===== src/rtl/ats21_instr_decoder_if.sv =====
// ATS21 host instruction bus plus the decoded-command handshake to the core.
// master: host/core side driving requests and cmd_ready.
// slave : the instruction decoder.
interface ats21_instr_decoder_if;
  logic        req;
  logic [15:0] ctrlA;
  logic [15:0] ctrlB;
  logic        ready;
  logic [1:0]  stat;
  logic        cmd_valid;
  logic        cmd_ready;
  logic        cmd_src;
  logic [2:0]  cmd_op;
  logic [4:0]  cmd_id;
  logic [3:0]  cmd_clk;
  logic [1:0]  cmd_arg;
  logic [4:0]  cmd_mode;
  logic [15:0] cmd_value;

  modport master (
    output req, ctrlA, ctrlB, cmd_ready,
    input  ready, stat, cmd_valid, cmd_src, cmd_op, cmd_id, cmd_clk,
           cmd_arg, cmd_mode, cmd_value
  );

  modport slave (
    input  req, ctrlA, ctrlB, cmd_ready,
    output ready, stat, cmd_valid, cmd_src, cmd_op, cmd_id, cmd_clk,
           cmd_arg, cmd_mode, cmd_value
  );
endinterface


===== src/rtl/ats21_instr_decoder.sv =====
// ATS21 instruction decoder: captures two-beat instructions from clients A
// and B, checks legality, and serialises the resulting commands (A first)
// to the core over a valid/ready handshake.
//
// Optional build macro ATS21_PERMISSION_CHECK_EN adds a mode register
// (written by op 011 from client A) that gates ops by per-client
// permission bits and a global active bit.
//
// state    | meaning
// ---------+-------------------------------------------------------------
// IDLE     | ready high, waiting for req; beat 1 latched on req
// BEAT2    | beat 2 on the bus; both slots decoded and checked this cycle
// DISPATCH | pending slots offered to the core, A before B
module ats21_instr_decoder #(
  parameter int NUM_CLOCKS = 16,
  parameter int NUM_ATS    = 32
) (
  input logic                  clk,
  input logic                  reset,
  ats21_instr_decoder_if.slave bus
);

  typedef enum logic [1:0] {
    S_IDLE     = 2'd0,
    S_BEAT2    = 2'd1,
    S_DISPATCH = 2'd2
  } state_t;

  typedef struct packed {
    logic [2:0]  op;
    logic [4:0]  id;
    logic [3:0]  clk_ref;
    logic [1:0]  arg;
    logic [4:0]  mode;
    logic [15:0] value;
  } slot_t;

  localparam logic [2:0] OP_NOP  = 3'b000;
  localparam logic [2:0] OP_CLK1 = 3'b001;
  localparam logic [2:0] OP_CLK2 = 3'b010;
  localparam logic [2:0] OP_MODE = 3'b011;
  localparam logic [2:0] OP_BAD  = 3'b100;
  localparam logic [2:0] OP_AT1  = 3'b101;
  localparam logic [2:0] OP_AT2  = 3'b110;
  localparam logic [2:0] OP_AT3  = 3'b111;

  localparam logic [1:0] STAT_NONE    = 2'b00;
  localparam logic [1:0] STAT_OK      = 2'b01;
  localparam logic [1:0] STAT_ILLEGAL = 2'b10;
  localparam logic [1:0] STAT_OVERRUN = 2'b11;

  state_t      state_q, state_d;
  logic [15:0] b1_a_q, b1_b_q;
  slot_t       slot_a_q, slot_b_q;
  slot_t       slot_a_d, slot_b_d;
  logic        a_pend_q, b_pend_q;
  logic [1:0]  stat_q;
  logic        legal_a, legal_b;
  logic        valid_a, valid_b;
  logic        illegal_any;
  logic        overrun;

  // Bits [5:4] of beat 1 carry no field.
  logic unused_beat1_bits;
  assign unused_beat1_bits = ^{b1_a_q[5:4], b1_b_q[5:4]};

  function automatic slot_t decode_slot(input logic [15:0] b1, input logic [15:0] b2);
    slot_t s;
    s.op      = b1[15:13];
    s.id      = ((b1[15:13] == OP_CLK1) || (b1[15:13] == OP_CLK2)) ?
                {1'b0, b1[12:9]} : b1[12:8];
    s.clk_ref = b1[3:0];
    s.arg     = b1[7:6];
    s.mode    = b1[12:8];
    s.value   = b2;
    return s;
  endfunction

  // Opcode and id-range legality, independent of permissions.
  function automatic logic range_ok(input slot_t s);
    int clk_id;
    int at_id;
    clk_id = int'(s.id[3:0]);
    at_id  = int'(s.id);
    case (s.op)
      OP_BAD:                  return 1'b0;
      OP_CLK1, OP_CLK2:        return clk_id < NUM_CLOCKS;
      OP_AT1, OP_AT2, OP_AT3:  return at_id < NUM_ATS;
      default:                 return 1'b1;
    endcase
  endfunction

`ifdef ATS21_PERMISSION_CHECK_EN
  // mode layout: [4] active, [3:2] AT perms {B,A}, [1:0] BC perms {B,A}
  logic [4:0] mode_q;
  logic [4:0] mode_for_b;

  function automatic logic perm_ok(input slot_t s, input logic src_b, input logic [4:0] mode);
    case (s.op)
      OP_MODE:                 return !src_b;
      OP_CLK1, OP_CLK2:        return mode[4] && (src_b ? mode[1] : mode[0]);
      OP_AT1, OP_AT2, OP_AT3:  return mode[4] && (src_b ? mode[3] : mode[2]);
      default:                 return 1'b1;
    endcase
  endfunction
`endif

  // Decode both slots from latched beat 1 and the live beat 2.
  always_comb begin
    slot_a_d = decode_slot(b1_a_q, bus.ctrlA);
    slot_b_d = decode_slot(b1_b_q, bus.ctrlB);
`ifdef ATS21_PERMISSION_CHECK_EN
    // B sees the mode that A's simultaneous op 011 is about to write.
    mode_for_b = (slot_a_d.op == OP_MODE) ? slot_a_d.mode : mode_q;
    legal_a = range_ok(slot_a_d) && perm_ok(slot_a_d, 1'b0, mode_q);
    legal_b = range_ok(slot_b_d) && perm_ok(slot_b_d, 1'b1, mode_for_b);
`else
    legal_a = range_ok(slot_a_d);
    legal_b = range_ok(slot_b_d);
`endif
    valid_a     = (slot_a_d.op != OP_NOP) && legal_a;
    valid_b     = (slot_b_d.op != OP_NOP) && legal_b;
    illegal_any = ((slot_a_d.op != OP_NOP) && !legal_a) ||
                  ((slot_b_d.op != OP_NOP) && !legal_b);
  end

  assign overrun = bus.req && (state_q != S_IDLE);

  // FSM state register.
  always_ff @(posedge clk or negedge reset) begin
    if (!reset) state_q <= S_IDLE;
    else        state_q <= state_d;
  end

  // FSM next-state logic.
  always_comb begin
    state_d = state_q;
    case (state_q)
      S_IDLE:     if (bus.req) state_d = S_BEAT2;
      S_BEAT2:    state_d = (valid_a || valid_b) ? S_DISPATCH : S_IDLE;
      S_DISPATCH: begin
        // Leave once the last pending slot is taken.
        if (bus.cmd_ready && !(a_pend_q && b_pend_q)) state_d = S_IDLE;
      end
      default:    state_d = S_IDLE;
    endcase
  end

  // Beat capture, slot registers and dispatch bookkeeping.
  always_ff @(posedge clk or negedge reset) begin
    if (!reset) begin
      b1_a_q   <= '0;
      b1_b_q   <= '0;
      slot_a_q <= '0;
      slot_b_q <= '0;
      a_pend_q <= 1'b0;
      b_pend_q <= 1'b0;
    end else begin
      case (state_q)
        S_IDLE: begin
          if (bus.req) begin
            b1_a_q <= bus.ctrlA;
            b1_b_q <= bus.ctrlB;
          end
        end
        S_BEAT2: begin
          slot_a_q <= slot_a_d;
          slot_b_q <= slot_b_d;
          a_pend_q <= valid_a;
          b_pend_q <= valid_b;
        end
        S_DISPATCH: begin
          if (bus.cmd_ready) begin
            if (a_pend_q) a_pend_q <= 1'b0;
            else          b_pend_q <= 1'b0;
          end
        end
        default: ;
      endcase
    end
  end

  // Host status: overrun takes priority and sticks until the next decode.
  always_ff @(posedge clk or negedge reset) begin
    if (!reset) begin
      stat_q <= STAT_NONE;
    end else if (overrun) begin
      stat_q <= STAT_OVERRUN;
    end else if (state_q == S_BEAT2) begin
      if (illegal_any)            stat_q <= STAT_ILLEGAL;
      else if (valid_a || valid_b) stat_q <= STAT_OK;
      else                        stat_q <= STAT_NONE;
    end
  end

`ifdef ATS21_PERMISSION_CHECK_EN
  // Mode register, written by client A's op 011 at decode time.
  always_ff @(posedge clk or negedge reset) begin
    if (!reset)                                             mode_q <= 5'b1_11_11;
    else if ((state_q == S_BEAT2) && (slot_a_d.op == OP_MODE)) mode_q <= slot_a_d.mode;
  end
`endif

  // Outputs: ready in IDLE, selected slot fields while a command is offered.
  always_comb begin
    slot_t sel;
    sel           = a_pend_q ? slot_a_q : slot_b_q;
    bus.ready     = (state_q == S_IDLE);
    bus.stat      = stat_q;
    bus.cmd_valid = 1'b0;
    bus.cmd_src   = 1'b0;
    bus.cmd_op    = '0;
    bus.cmd_id    = '0;
    bus.cmd_clk   = '0;
    bus.cmd_arg   = '0;
    bus.cmd_mode  = '0;
    bus.cmd_value = '0;
    if ((state_q == S_DISPATCH) && (a_pend_q || b_pend_q)) begin
      bus.cmd_valid = 1'b1;
      bus.cmd_src   = !a_pend_q;
      bus.cmd_op    = sel.op;
      bus.cmd_id    = sel.id;
      bus.cmd_clk   = sel.clk_ref;
      bus.cmd_arg   = sel.arg;
      bus.cmd_mode  = sel.mode;
      bus.cmd_value = sel.value;
    end
  end

endmodule


===== src/flat_wrapper.sv =====
// flat-port wrapper written by rule: the top's interface ports become plain ports
module ats21_instr_decoder_flat 
#(
  parameter int NUM_CLOCKS = 16,
  parameter int NUM_ATS    = 32
)
  (clk, reset, bus_req, bus_ctrlA, bus_ctrlB, bus_cmd_ready, bus_ready, bus_stat, bus_cmd_valid, bus_cmd_src, bus_cmd_op, bus_cmd_id, bus_cmd_clk, bus_cmd_arg, bus_cmd_mode, bus_cmd_value);
  ats21_instr_decoder_if bus_i ();
  input logic clk;
  input logic reset;
  input wire logic [$bits(bus_i.req)-1:0] bus_req;
  input wire logic [$bits(bus_i.ctrlA)-1:0] bus_ctrlA;
  input wire logic [$bits(bus_i.ctrlB)-1:0] bus_ctrlB;
  input wire logic [$bits(bus_i.cmd_ready)-1:0] bus_cmd_ready;
  output wire logic [$bits(bus_i.ready)-1:0] bus_ready;
  output wire logic [$bits(bus_i.stat)-1:0] bus_stat;
  output wire logic [$bits(bus_i.cmd_valid)-1:0] bus_cmd_valid;
  output wire logic [$bits(bus_i.cmd_src)-1:0] bus_cmd_src;
  output wire logic [$bits(bus_i.cmd_op)-1:0] bus_cmd_op;
  output wire logic [$bits(bus_i.cmd_id)-1:0] bus_cmd_id;
  output wire logic [$bits(bus_i.cmd_clk)-1:0] bus_cmd_clk;
  output wire logic [$bits(bus_i.cmd_arg)-1:0] bus_cmd_arg;
  output wire logic [$bits(bus_i.cmd_mode)-1:0] bus_cmd_mode;
  output wire logic [$bits(bus_i.cmd_value)-1:0] bus_cmd_value;
  assign bus_i.req = bus_req;
  assign bus_i.ctrlA = bus_ctrlA;
  assign bus_i.ctrlB = bus_ctrlB;
  assign bus_i.cmd_ready = bus_cmd_ready;
  assign bus_ready = bus_i.ready;
  assign bus_stat = bus_i.stat;
  assign bus_cmd_valid = bus_i.cmd_valid;
  assign bus_cmd_src = bus_i.cmd_src;
  assign bus_cmd_op = bus_i.cmd_op;
  assign bus_cmd_id = bus_i.cmd_id;
  assign bus_cmd_clk = bus_i.cmd_clk;
  assign bus_cmd_arg = bus_i.cmd_arg;
  assign bus_cmd_mode = bus_i.cmd_mode;
  assign bus_cmd_value = bus_i.cmd_value;
  ats21_instr_decoder #(.NUM_CLOCKS(NUM_CLOCKS), .NUM_ATS(NUM_ATS)) u_core (.clk(clk), .reset(reset), .bus(bus_i));
endmodule

===== config.mk =====
export PLATFORM = sky130hd
export DESIGN_NAME = ats21_instr_decoder_flat
export DESIGN_NICKNAME = d
export VERILOG_FILES = /design/src/rtl/ats21_instr_decoder_if.sv /design/src/rtl/ats21_instr_decoder.sv /design/src/flat_wrapper.sv
export SDC_FILE = /design/constraint.sdc
export NUM_CORES = 1
export LEC_CHECK = 0
export ABC_AREA = 0
export BUFFER_PORTS_ARGS = -buffer_cell sky130_fd_sc_hd__buf_2
export CORE_UTILIZATION = 30
export CTS_BUF_LIST = sky130_fd_sc_hd__clkbuf_8
export DETAILED_ROUTE_END_ITERATION = 12
export SLEW_MARGIN = 15
export SYNTH_ARGS = -nofsm -noshare
export SYNTH_HDL_FRONTEND = slang
export SYNTH_SLANG_ARGS = --single-unit

===== constraint.sdc =====
create_clock -name clk -period 1.25 [get_ports clk]
set_input_delay 0.125 -clock clk [delete_from_list [all_inputs] [get_ports clk]]
set_output_delay 0.125 -clock clk [all_outputs]
set_load 0.005 [all_outputs]

; ---- Yosys cells after proc, flatten, opt, wreduce, memory -nomap -nowiden
; Cells that the tools add are included.
[totals]
reg_bits = 108
input_bits = 36
out_inout_bits = 40
[op_classes]
n_eq_ne = 12
reduce_logical = 25
n_mux = 26
[ops]
columns = cell, n
row1 = 35-bit 2-to-1 mux, 1
row2 = 5-bit 2-to-1 mux, 4
row3 = 16-bit 2-to-1 mux, 1
row4 = 2-bit 2-to-1 mux, 7
row5 = 1-bit logical AND, 8
row6 = 1-bit 2-to-1 mux, 8
row7 = "3-bit by 1-bit equality test with 1-bit output, second input constant", 2
row8 = "3-bit by 2-bit equality test with 1-bit output, second input constant", 2
row9 = "3-bit equality test, second input constant", 2
row10 = "2-bit != test, second input constant", 3
row11 = 2-bit one-hot mux with 3 select lines, 1
row12 = 2-bit AND reduction, 3
row13 = 2-bit nonzero test, 3
row14 = 3-bit nonzero test, 2
row15 = 1-bit logical OR, 5
row16 = 4-bit 2-to-1 mux, 1
row17 = 1-bit one-hot mux with 2 select lines, 2
row18 = 3-bit 2-to-1 mux, 1
row19 = 3-bit AND reduction, 1
row20 = "2-bit by 1-bit equality test with 1-bit output, second input constant", 1
row21 = "2-bit equality test, second input constant", 1
row22 = 1-bit zero test, 2
row23 = 2-bit zero test, 1
row24 = "2-bit by 1-bit != test with 1-bit output, second input constant", 1

; ---- Logic depth before layout (Yosys ltp)
[depth]
ltp_word = 8
ltp_mapped = 6
ltp_nobuf = 3

; ---- Least setup slack after synthesis
; No wires, ideal clock.
[synth_timing]
path_kind = flip-flop to flip-flop
from = register u_core.state_q[1]
to = register u_core.b1_b_q[10]
n_path_buf = 2
required_time_ps = 1125
stages_incl_launch_ff = 6
arrival_time_ps = 1279
path_slack_ps = -154
cell_sequence = dfrtp_1 -> nor2_2 -> and2_4 -> buf_6 -> buf_6 -> mux2_4
[synth_via]
elab_chain_len = 2
[synth_lines]
columns = item, line_no
row1 = from (decl), ats21_instr_decoder.sv:52  ; state_t state_q, state_d;
row2 = from (signal assigned), ats21_instr_decoder.sv:132  ; else state_q <= state_d;
row3 = 2-bit zero test, -
row4 = named net bus_ready, flat_wrapper.sv:15  ; output wire logic [$bits(bus_i.ready)-1:0] bus_ready;
row5 = 2-bit AND reduction (no source line), -
row6 = to (signal assigned), ats21_instr_decoder.sv:163  ; b1_b_q <= bus.ctrlB;
row7 = to (decl), ats21_instr_decoder.sv:53  ; logic [15:0] b1_a_q, b1_b_q;
; The timed path passes the listed nets, and every way through them passes these cells.
; A chain may end at the register's enable or synchronous reset.

; ---- Worst setup path in the final report
[layout_timing]
from = register u_core.a_pend_q
to = output bus_cmd_value[3]
[layout_via]
elab_chain_len = 3
elab_cells_between_ends = 4
classes_between = mux (2) / reduce/logical (2)
[layout_lines]
columns = item, line_no
row1 = from (decl), ats21_instr_decoder.sv:56  ; logic a_pend_q, b_pend_q;
row2 = from (signal assigned), ats21_instr_decoder.sv:169  ; a_pend_q <= valid_a;
row3 = 1-bit logical OR, ats21_instr_decoder.sv:218  ; if ((state_q == S_DISPATCH) && (a_pend_q || b_pend_q)) begin
row4 = 1-bit logical AND, ats21_instr_decoder.sv:218
row5 = 16-bit 2-to-1 mux (*), ats21_instr_decoder.sv:218
row6 = to (decl), flat_wrapper.sv:24  ; output wire logic [$bits(bus_i.cmd_value)-1:0] bus_cmd_value;
; Every way passes the cells marked *; elsewhere a longest branch is shown, timed or not.

==> qor.csv <==
stage,metric,value,unit
timing,max_slew headroom,0.712,
global_routing,vias in the first global route,3764,
run_status,outcome,"complete, but fails checks",
global_routing,initial antenna violation count,0,
logic_synthesis,mapped cell area,0.00467,mm2
global_routing,largest net degree at the start of global routing,39,
timing,Max Freq,566,MHz
critical_path,arrival time at the worst endpoint,1.64,ns
power,Power Dens Cells,2560,mW/mm2
floorplan,Die Y,127,um
place,GP Congestion,0.785,
timing,RSZ-0062 raised after global routing,yes,
timing,Final TNS setup,-38.58,ns
layout,ant diodes,0,
layout,"commonest cells after routing, fill and taps aside","102 x dfrtp_1, 89 x nand2_2, 72 x buf_2",
clock_tree,CTS tree,yes,
timing,pins over their slew limit,0,
min_path,Hold Crit Class,in2reg,
timing,minimum hold slack,0.0874,ns
floorplan,Die Wd,127,um
routing,initial DRC count,227,
routing,DRC,0,
clock_tree,Worst-path clk slew,0.10,ns
floorplan,Core Rows,45,
critical_path,Crit Path Category,reg2out,
power,leakage power,3.74,nW
critical_path,R2R cell count,5,
layout,Final nets,676,
routing,Final ANT Viol Nets,0,
global_routing,gr ovfl total,0,
floorplan,Ports,76,
clock_tree,Max Root-Sink Buffers,2,
layout,"commonest non-fill, non-tap cell in the layout",dfrtp_1,
floorplan,Die Footprint,0.0161,mm2
logic_synthesis,yosys warns,0,
routing,total number of vias,4080,
floorplan,core area,0.0152,mm2
logic_synthesis,gate count of the mapped netlist,479,
clock_tree,Max H-tree Level,3,
logic_synthesis,"Net Count, Synth",515,
timing,Final Setup Violations,142,
routing,Via-to-Cell Ratio,4.90,
layout,area grow syn2layout,64.3,%
floorplan,starting utilization of the core area,0.307,
critical_path,Critical Path End Type,primary output,
timing,final clock skew,0.0126,ns
clock_tree,CTS Buf Count,9,
logic_synthesis,part of the Yosys area used for sequential elements,0.557,
timing,fin crit period,1.77,ns
layout,# fillers,1319,
run_status,failing checks,setup timing,
layout,layout cell share with drive strength beyond 1,0.584,
place,dpl ws,-0.271,ns
logic_synthesis,synth unique cells,32,
routing,1st-pass router iterations,4,
clock_tree,CTS sink cnt,104,
routing,final wirelength,14900,um
logic_synthesis,Synth Area per Inst,9.75,um2
min_path,Hold Path Depth,2,
critical_path,startpoint types,flop,
global_routing,first-pass GRT wire length,18900,um
global_routing,GRT Util Overall,0.150,
clock_tree,Root Driver,clkbuf_8,
logic_synthesis,synthesis-stage register bit count,104,
clock_tree,clk_lat worst skew,0.37,ns
critical_path,CP max FO,7,
timing,setup slack after layout,-0.516,ns
routing,WL/cell,17.9,um
timing,final hold violations,0,
place,number of port buffers,75,
timing,pin slew with the least headroom to its limit,0.432,ns
flow_run,Max Cap Viol,0,
place,Post-DP HPWL,7720,um
critical_path,Required @ worst endpoint,1.12,ns
power,worst vdd ir,0.822,mV
timing,period utilisation layout,1.41,
-- critical path, stage by stage (launching register included) --
cell and delay (ns):
dfrtp_2 0.54, buf_12 0.19, buf_12 0.12, mux2i_1 0.24, nor2_1 0.06, buf_2 0.12
-- power by group --
| group | switching, mW | internal [mW] |
|---|---|---|
| sequential | 1.64 | 5.00 |
| clock | 1.19 | 1.19 |
| combinational | 4.92 | 5.72 |
-- logic make-up after synthesis --
kind of cell / after synthesis / share of synthesized area
and+or+nand+nor: 246 / 0.205
DFF: 104 / 0.557
muxes: 63 / 0.150
AOI/OAI and AO/OA: 32 / 0.0504
buffers and inverters: 32 / 0.0340
xor gates and xnor gates: 2 / 0.00375
-- stage by stage --
stage                     std cells  total power, mW  area, um2  utilization
after floorplan                 479             10.0       4680            -
after global placement          744             12.4       5560        0.366
after detailed placement        744             12.7       5560        0.366
after CTS                       798             15.9       6350        0.418
after global routing            833             20.8       7680        0.505
final                           833             19.7       7680        0.505
-- routing by layer --
layer,track usage,vias to the layer above,routed length (um)
met3,0.0304,25,848
met5,0,-,0
met4,0.0539,0,229
met2,0.239,118,7320
met1,0.202,2062,6550
li1,-,1875,-
-- Yosys cell counts (all sizes together) --
cell | count | area (um2)
xor2 | 2 | 17.5
nand2b | 1 | 6.26
nand3 | 8 | 40.0
dfrtp | 104 | 2600
mux2i | 35 | 350
a31oi | 8 | 50.1
o41a | 1 | 11.3
nand2 | 181 | 679
a221oi | 2 | 17.5
buf | 18 | 105
a21oi | 5 | 25.0
inv | 2 | 7.51
nor2b | 1 | 6.26
a21bo | 8 | 80.1
a21o | 1 | 7.51
a22oi | 1 | 7.51
and2 | 3 | 21.3
nand3b | 1 | 7.51
o21ai | 5 | 28.8
clkinv | 2 | 7.51
and2b | 1 | 7.51
a211oi | 1 | 7.51
mux2 | 28 | 349
nor2 | 50 | 190
clkbuf | 10 | 38.8
-- layout make-up --
type / instances / area [um2] / share of cell area
clock buffers: 10 / 138 / 0.0179
clock inverters: 6 / 90.1 / 0.0117
inverters: 4 / 15.0 / 0.00196
multi-input cells: 345 / 2750 / 0.359
flip-flops and latches: 104 / 2610 / 0.339
well taps: 188 / 235 / 0.0306
repair buffers: 176 / 1840 / 0.240
-- what timing repair did --
item	4_1_cts	5_1_grt
pin swaps	7	120
buffers inserted	3	13
hold endpoints to repair	97	0
gates resized for setup	48	237
hold buffers	34	0
gates cloned	1	24
endpoints found under the setup margin	137	139
-- path summary, 6_finish.rpt --
path / slack [ns] / startpoint / endpoint
max: -0.52 / u_core.a_pend_q / bus_cmd_value[3]
max in group asynchronous: 0.49 / reset / u_core.slot_b_q[28]
max reg2reg: -0.33 / u_core.state_q[1] / u_core.b1_b_q[2]
min reg2reg: 0.48 / u_core.slot_b_q[9] / u_core.slot_b_q[9]
min in group asynchronous: 0.23 / reset / u_core.slot_a_q[26]
min: 0.09 / bus_req / u_core.bus.stat[0]
-- flip-flops by register name, indices dropped and copies added (netlist names) --
signal           flops
u_core.a_pend_q      1
u_core.b1_a_q       14
u_core.b1_b_q       14
u_core.b_pend_q      1
u_core.bus.stat      2
u_core.slot_a_q     35
u_core.slot_b_q     35
u_core.state_q       2
Power figures use the tool's default switching activity.
